`src/rtl/pe_mem_arbiter.sv`:
```
// rtl/pe_mem_arbiter.sv - round-robin arbiter sharing one memory read port among PEs
module pe_mem_arbiter #(
   parameter int NUM_PE  = 4,
   parameter int ADDR_W  = 32,
   parameter int DATA_W  = 32,
   parameter int TIMEOUT = 255,
   localparam int ID_W   = (NUM_PE > 1) ? $clog2(NUM_PE) : 1,
   localparam int CNT_W  = (TIMEOUT > 0) ? $clog2(TIMEOUT + 1) : 1
) (
   input  logic                     clk,
   input  logic                     reset,
   input  logic [NUM_PE-1:0]        req_i,
   input  logic [NUM_PE*ADDR_W-1:0] addr_i,
   output logic [NUM_PE-1:0]        ack_o,
   output logic [DATA_W-1:0]        rdata_o,
   output logic                     mem_req_o,
   output logic [ADDR_W-1:0]        mem_addr_o,
   input  logic                     mem_ack_i,
   input  logic [DATA_W-1:0]        mem_rdata_i,
   output logic                     busy_o,
   output logic [ID_W-1:0]          grant_id_o,
   output logic                     timeout_o
);

   typedef enum logic [1:0] {IDLE, REQ, RESP} state_t;

   // Last watchdog count value before the abort fires; only meaningful when TIMEOUT != 0.
   localparam logic [CNT_W-1:0] WD_LAST = (TIMEOUT > 0) ? CNT_W'(TIMEOUT - 1) : '0;

   state_t              state;
   logic [ID_W-1:0]     ptr;
   logic [CNT_W-1:0]    wd_cnt;
   logic                mask_vld;

   logic [NUM_PE-1:0]   req_eff;
   logic [ID_W:0]       cand;
   logic                win_found;
   logic [ID_W-1:0]     win_id;
   logic [ADDR_W-1:0]   win_addr;
   logic [ID_W-1:0]     ptr_next;
   logic                wd_expire;

   // Pick the first requester at or after ptr, ignoring the PE just served for one cycle.
   always_comb begin
      req_eff = req_i;
      if (mask_vld) begin
         req_eff[grant_id_o] = 1'b0;
      end
      cand      = '0;
      win_found = 1'b0;
      win_id    = '0;
      for (int i = 0; i < NUM_PE; i++) begin
         cand = {1'b0, ptr} + (ID_W + 1)'(i);
         if (cand >= (ID_W + 1)'(NUM_PE)) begin
            cand = cand - (ID_W + 1)'(NUM_PE);
         end
         if (!win_found && req_eff[cand[ID_W-1:0]]) begin
            win_found = 1'b1;
            win_id    = cand[ID_W-1:0];
         end
      end
      win_addr = '0;
      for (int k = 0; k < NUM_PE; k++) begin
         if (ID_W'(k) == win_id) begin
            win_addr = addr_i[k*ADDR_W +: ADDR_W];
         end
      end
      ptr_next  = (win_id == ID_W'(NUM_PE - 1)) ? '0 : win_id + 1'b1;
      wd_expire = (TIMEOUT != 0) && (wd_cnt == WD_LAST);
   end

   // Arbitration FSM; every output is a register updated here.
   always_ff @(posedge clk) begin
      if (reset) begin
         state      <= IDLE;
         ack_o      <= '0;
         rdata_o    <= '0;
         mem_req_o  <= 1'b0;
         mem_addr_o <= '0;
         busy_o     <= 1'b0;
         grant_id_o <= '0;
         timeout_o  <= 1'b0;
         ptr        <= '0;
         wd_cnt     <= '0;
         mask_vld   <= 1'b0;
      end else begin
         ack_o     <= '0;
         timeout_o <= 1'b0;
         case (state)
            IDLE: begin
               mask_vld <= 1'b0;
               if (win_found) begin
                  grant_id_o <= win_id;
                  mem_addr_o <= win_addr;
                  mem_req_o  <= 1'b1;
                  busy_o     <= 1'b1;
                  wd_cnt     <= '0;
                  ptr        <= ptr_next;
                  state      <= REQ;
               end
            end
            REQ: begin
               if (!mem_ack_i) begin
                  wd_cnt <= wd_cnt + 1'b1;
               end
               // An ack landing on the last watchdog cycle still wins over the abort.
               if (mem_ack_i) begin
                  rdata_o   <= mem_rdata_i;
                  mem_req_o <= 1'b0;
                  ack_o     <= NUM_PE'(1) << grant_id_o;
                  state     <= RESP;
               end else if (wd_expire) begin
                  rdata_o   <= '0;
                  mem_req_o <= 1'b0;
                  ack_o     <= NUM_PE'(1) << grant_id_o;
                  timeout_o <= 1'b1;
                  state     <= RESP;
               end
            end
            RESP: begin
               rdata_o  <= '0;
               busy_o   <= 1'b0;
               mask_vld <= 1'b1;
               state    <= IDLE;
            end
            default: begin
               state <= IDLE;
            end
         endcase
      end
   end

endmodule

```
`config.mk`:
```
export PLATFORM = sky130hd
export DESIGN_NAME = pe_mem_arbiter
export DESIGN_NICKNAME = d
export VERILOG_FILES = /design/src/rtl/pe_mem_arbiter.sv
export SDC_FILE = /design/constraint.sdc
export NUM_CORES = 1
export LEC_CHECK = 0
export ABC_AREA = 0
export CAP_MARGIN = 20
export CORE_ASPECT_RATIO = 1.5
export CORE_MARGIN = 2
export CORE_UTILIZATION = 44
export DETAILED_ROUTE_END_ITERATION = 8
export PLACE_DENSITY = 0.88
export SYNTH_ARGS = -nofsm -noshare
export SYNTH_HDL_FRONTEND = slang
export SYNTH_SLANG_ARGS = --single-unit
export TNS_END_PERCENT = 10
```
`constraint.sdc`:
```
create_clock -name clk -period 4.2 [get_ports clk]
set_input_delay 1.05 -clock clk [delete_from_list [all_inputs] [get_ports clk]]
set_output_delay 1.05 -clock clk [all_outputs]
set_load 0.1 [all_outputs]
```
After elaboration in Yosys (flattened, before gate mapping):

Cells that the tools add are included.

* order comparisons: 10
* shifts and indexed selects: 1
* bitwise logic cells: 3
* reduce and logical (&&, ||, !) cells: 20
* eq/ne operators: 10
* $add $sub $neg: 9
* mux-type cells: 47

Operators by type and width (count)
* $mux W32: 6
* $pmux W32 S2: 1
* $mux W2: 12
* $mux W8: 2
* $pmux W8 S2: 1
* $lt A2 B3 Y1 const B: 5
* $mux W1: 13
* $mux W4: 3
* $ge A3 B3 Y1 const B: 3
* $add A8 B1 Y8 const B: 1
* $bmux W1 S2: 4
* $eq A8 B8 Y1 const B: 1
* $reduce_and A2 Y1: 4
* $sub A2 B1 Y2 const B: 4
* $add A2 B2 Y3 const B: 2
* $pmux W1 S2: 3
* $reduce_and A3 Y1: 2
* $reduce_bool A2 Y1: 3
* $and A4 B4 Y4: 1
* $eq A2 B2 Y1 const A: 2
* $eq A2 B2 Y1 const B: 2
* $logic_and A1 B1 Y1: 4
* $logic_not A2 Y1: 2
* $ne A2 B2 Y1 const B: 2
* other kinds (15): 17

* word-level logic and storage cells: 111
* input port bits: 167
* flip-flop bits (word level): 86

Longest topological paths before layout:

* depth in word-level cells: 24
* depth in mapped cells: 12

Least setup slack after synthesis:

No wires, ideal clock.

* path kind: register to register
* start point: reg grant_id_o[0]
* end point: reg mem_addr_o[0]
* stages on the path, launching flop included: 11
* library setup time: 91 ps
* data arrival time: 3158 ps
* clock period less this slack: 3249 ps
* data required time: 4109 ps
* setup slack: 951 ps
* path through: dfxtp_1 -> buf_2 -> nor4b_1 -> o31a_1 -> a311oi_1 -> or2_2 -> ha_1 -> clkbuf_1 -> clkbuf_1 -> o21ai_0 -> a311oi_1

* cells in the longest elaborated chain, start to end: 24

Ends and longest elaborated chain
* start: declaration: RTL line 21 `output logic [ID_W-1:0] grant_id_o,`
* start signal: assignment: RTL line 93 `grant_id_o <= win_id;`
* $lt A2 B3 Y1 (not written as such) or $ge A2 B1 Y1 (tied branches): RTL line 47 `req_eff[grant_id_o] = 1'b0;`
* $logic_and A1 B1 Y1 (not written as such): RTL line 47
* $mux W1 (not written as such): RTL line 47
* $demux W1 S2 *: RTL line 47
* $not A4 Y4 (no line) *
* $and A4 B4 Y4 (no line) *
* $mux W4 *: RTL line 46 `if (mask_vld) begin`
* $bmux W1 S2: RTL line 57 `if (!win_found && req_eff[cand[ID_W-1:0]]) begin`
* [... 5 more ...]
* $logic_not A1 Y1: RTL line 57
* $logic_and A1 B1 Y1: RTL line 57
* $mux W1: RTL line 57
* $logic_not A1 Y1: RTL line 57
* $logic_and A1 B1 Y1: RTL line 57
* $mux W2: RTL line 57
* $logic_not A2 Y1: RTL line 64 `if (ID_W'(k) == win_id) begin`
* $mux W32 (4 in series): RTL line 64
* end signal: assignment: RTL line 94 `mem_addr_o <= win_addr;`
* end: declaration: RTL line 17 `output logic [ADDR_W-1:0] mem_addr_o,`

Every way passes the cells marked *; elsewhere a longest branch is shown, timed or not. The select of a mux whose other input is x is not followed.
A chain may end at the register's enable or synchronous reset.

Final worst setup path:

* start point: in req_i[0]
* end point: reg mem_addr_o[23]

* cells in the longest elaborated chain, start to end: 19

Ends and longest elaborated chain
* start: declaration: RTL line 12 `input logic [NUM_PE-1:0] req_i,`
* $and A4 B4 Y4 (no line)
* $mux W4 *: RTL line 46
* $bmux W1 S2: RTL line 57
* $mux W1 (not written as such): RTL line 57
* $mux W1: RTL line 57
* $logic_not A1 Y1: RTL line 57
* $logic_and A1 B1 Y1: RTL line 57
* $mux W1: RTL line 57
* $logic_not A1 Y1: RTL line 57
* $logic_and A1 B1 Y1: RTL line 57
* $mux W1: RTL line 57
* $logic_not A1 Y1: RTL line 57
* $logic_and A1 B1 Y1: RTL line 57
* $mux W2: RTL line 57
* $logic_not A2 Y1: RTL line 64
* $mux W32 (4 in series): RTL line 64

Marked as above.

==> qor.txt <==
Status: complete, no violations
Simple-Gate Fraction of Synth Area: 0.208
Routed Antenna Nets: 0
Setup TNS: 0 ps
Period utilization: 0.898
Fraction of layout cells with a size suffix above 1: 0.0507
CP endpoint kind: flop
RSZ-0062 raised after global routing: no
Clk_skew: 6.56 ps
Critical path arrival: 3950 ps
Ys Warns: 0
Post-Synth XOR/XNOR Area: 0.0112
Final instance area: 7460 µm²
Worst r2r dst: mem_addr_o[23]$_SDFFE_PP0P_
Maximum clock frequency: 265 MHz
Inst Count DP: 975
CTS Hold Bufs: 0
#FFs+latches synth: 86
Synth Area in Compound Gates: 0.302
Largest net degree at the start of global routing: 65
# DRC: 0
FILL cells: 842
Fin crit period: 3770 ps
Avg Cell Area, Syn: 7.27 µm²
Async set or reset register ratio after synthesis: 0
Hold path cells: 2
Crit-path slowest cell: ha_2
Leakage power: 0.00266 µW
Primary FF master, synth: dfxtp_1
Core box area: 10500 µm²
Total routed wirelength: 15.8 mm
Critical Path RT: 4380 ps
Port Buffer Count: 239
Dpl hpwl: 11.9 mm
Area leader, netlist: dfxtp_1
DR vias: 5486
First-pass GRT wire length: 24.9 mm
Crit Path Max Fanout: 64
Initial core utilization: 0.447
Adder-Cell Fraction of Synth Area: 0.0160
Vias in the first global route: 5487
Slew headroom: 0.303
Clock Tree Buf Depth: 2
Final #Nets: 1017
Max cap viols: 0
Die area: 11500 µm²
Main combinational cell family by area after synthesis: compound AO/OA/AOI/OAI gates
Site Rows: 46
PostCTS Resize Cnt: 0
Pre-antenna DRT Iters: 6
Clk sinks: 86
Power per cell area: 454 nW/µm²
Final Hold Fails: 0
Number of synthesized flops with an enable pin: 0
Most used cell along the critical path: o21ai_0
RR Startpoint: grant_id_o[0]$_SDFFE_PP0P_
DP Area: 7130 µm²
Tightest Hold Check Type: flop to flop
Initial antenna violation count: 0
Layout Cells excl Fill: 992
Reg clk slew, reported paths: 60 ps
Sequential area share after synthesis: 0.367
Vias per cell: 5.53
WS Path Type: input pin to flop
WHS: 449 ps
Die Y: 130 µm
H-Tree Depth: 3
DR WL/cell: 15.9 µm
R2R cell count: 8
Ports: 240
FF-to-FF setup slack: 880 ps
Total CTS buffers: 9
Area share of the largest cell type after synthesis: 0.367
Synthesized instance count: 645
CP cell instances: clkdlybuf4s50_1 -> a31oi_1 -> a211oi_1 -> nand2b_1 -> ha_2 -> o21ai_0 -> o21ai_0 -> a311oi_1
Post-synthesis mux area share: 0.00534
Clk Latency, worst-skew pair: 340 ps
Hold_sp: busy_o$_SDFFE_PP0P_
Gr usage total: 0.272
Die width: 88.3 µm
Initial drt markers: 254
Layout area overhead: 59.2%
GP Congestion: 0.911
Mapped cell area: 4690 µm²
Setup violators final: 0
ANT cells: 0
Peak VDD IR: 0.000292 V
Multi-input logic area: 2560 µm²
Grt ovf: 0
# Post-CTS Setup Buffers: 0
Max Slew Vio Count: 0
Root Buffer Master: clkbuf_16
CP startpoint kind: input pin
CP max stage delay: 850 ps
Synth Net Count: 818
Worst Max-Slew Pin Slew: 1040 ps
FF+latch area: 1720 µm²
TritonCTS clock tree: done
Synth top area cells: dfxtp_1 (37%), nand2_1 (11%), a21oi_1 (7.9%)
Post-synth cell types: 43
Endpoint, Worst Hold: busy_o$_SDFFE_PP0P_
==> per-stage QoR <==
stage | util | total power (µW) | worst slack [ps]
4_1_cts | 0.708 | 3400 | 413
2_1_floorplan | - | 2140 | 951
3_5_place_dp | 0.681 | 2640 | 91.8
5_1_grt | 0.712 | 3550 | 173
6_report | 0.712 | 3390 | 428
3_3_place_gp | 0.677 | 2590 | 335
==> routing by layer <==
metal  vias up  global-route usage  share of wire
li1       2667                   -              -
met1      2527               0.285           0.34
met2       242               0.495           0.54
met3        50              0.0559          0.072
met4         0               0.155          0.044
met5         -                   0              0
==> layout by cell type, fill, tap and decap left out, types with 2 or more instances in the layout <==
cell             Yosys  layout
or2_2                3       3
clkdlybuf4s50_1      0     238
ha_2                 0       3
and3_1               2       2
nand2_1            136     136
buf_12               0       4
nand2b_1             6       6
inv_1               39      39
dfxtp_1             86      86
a21oi_1             74      74
buf_16               0       2
nand4_1              6       6
clkbuf_1            46       2
a311oi_2             4       4
xor2_1               4       4
or3b_2               2       2
nor2_1               9       8
clkbuf_16            0       9
nor2b_1              2       2
ha_1                 6       3
o21ai_0             69      69
o21a_1               2       2
nor4_1               6       6
nand3b_1             3       3
a311oi_1            30      30
o211ai_1            32      32
nor3_1              40      40
a211oi_1             2       2
buf_4                0       5
nand3_1              2       2
clkinv_2             0       2
xnor2_1              2       2
==> synthesized netlist by cell type, types with 9 or more instances <==
| master | count |
|---|---|
| a21oi_1 | 74 |
| a311oi_1 | 30 |
| buf_2 | 10 |
| clkbuf_1 | 46 |
| dfxtp_1 | 86 |
| inv_1 | 39 |
| nand2_1 | 136 |
| nor2_1 | 9 |
| nor3_1 | 40 |
| o211ai_1 | 32 |
| o21ai_0 | 69 |
==> worst max path at each step <==
stage | startpoint | endpoint | slack [ps] | cells after the start
floorplan | grant_id_o[0]$_SDFFE_PP0P_ | mem_addr_o[0]$_SDFFE_PP0P_ | 950 | 10
global placement | req_i[0] | mem_addr_o[23]$_SDFFE_PP0P_ | 340 | 8
detailed placement | req_i[0] | mem_addr_o[23]$_SDFFE_PP0P_ | 90 | 8
CTS | req_i[0] | mem_addr_o[24]$_SDFFE_PP0P_ | 410 | 8
global route | req_i[0] | mem_addr_o[24]$_SDFFE_PP0P_ | 170 | 8
finish | req_i[0] | mem_addr_o[23]$_SDFFE_PP0P_ | 430 | 8
==> area by class of cell <==
class / count / area share
inverter: 39 / 0.0196
sequential: 86 / 0.231
timing repair buffer: 251 / 0.345
tap: 144 / 0.0241
clock inverter: 4 / 0.00654
multi-input combinational: 457 / 0.343
clock buffer: 11 / 0.0312
==> logic make-up (layout without fill, tap and decap cells) <==
logic type               count (synthesis)  count (layout)
XOR/XNOR                                 6               6
AND/OR/NAND/NOR                        220             220
buffers and inverters                  102             305
AO/OA/AOI/OAI                          223             223
adder cells (fa/ha/maj)                  6               6
multiplexers                             2               2
flip-flops                              86              86
==> report_power, final <==
group / total (µW) / internal, µW / switching, µW / leakage, µW
Combinational: 1640 / 514 / 1130 / 0.00181
Clock: 763 / 456 / 307 / 0.000139
Sequential: 984 / 914 / 70.0 / 0.000706
==> worst max-delay path: cells and delay by family <==
family / cells / cell delay, ps
AND/OR/NAND/NOR: 1 / 200
buffers and inverters: 1 / 610
AO/OA/AOI/OAI: 5 / 1220
adder cells (fa/ha/maj): 1 / 850
==> registers in the layout, indices dropped and copies added (netlist names) <==
| name | flops |
|---|---|
| ptr | 2 |
| state | 2 |
| mask_vld | 1 |
| busy_o | 1 |
| rdata_o | 32 |
| grant_id_o | 2 |
| mem_req_o | 1 |
| mem_addr_o | 32 |
| wd_cnt | 8 |
| ack_o | 4 |
| timeout_o | 1 |
Note: power is estimated with default switching activity, not from simulation.
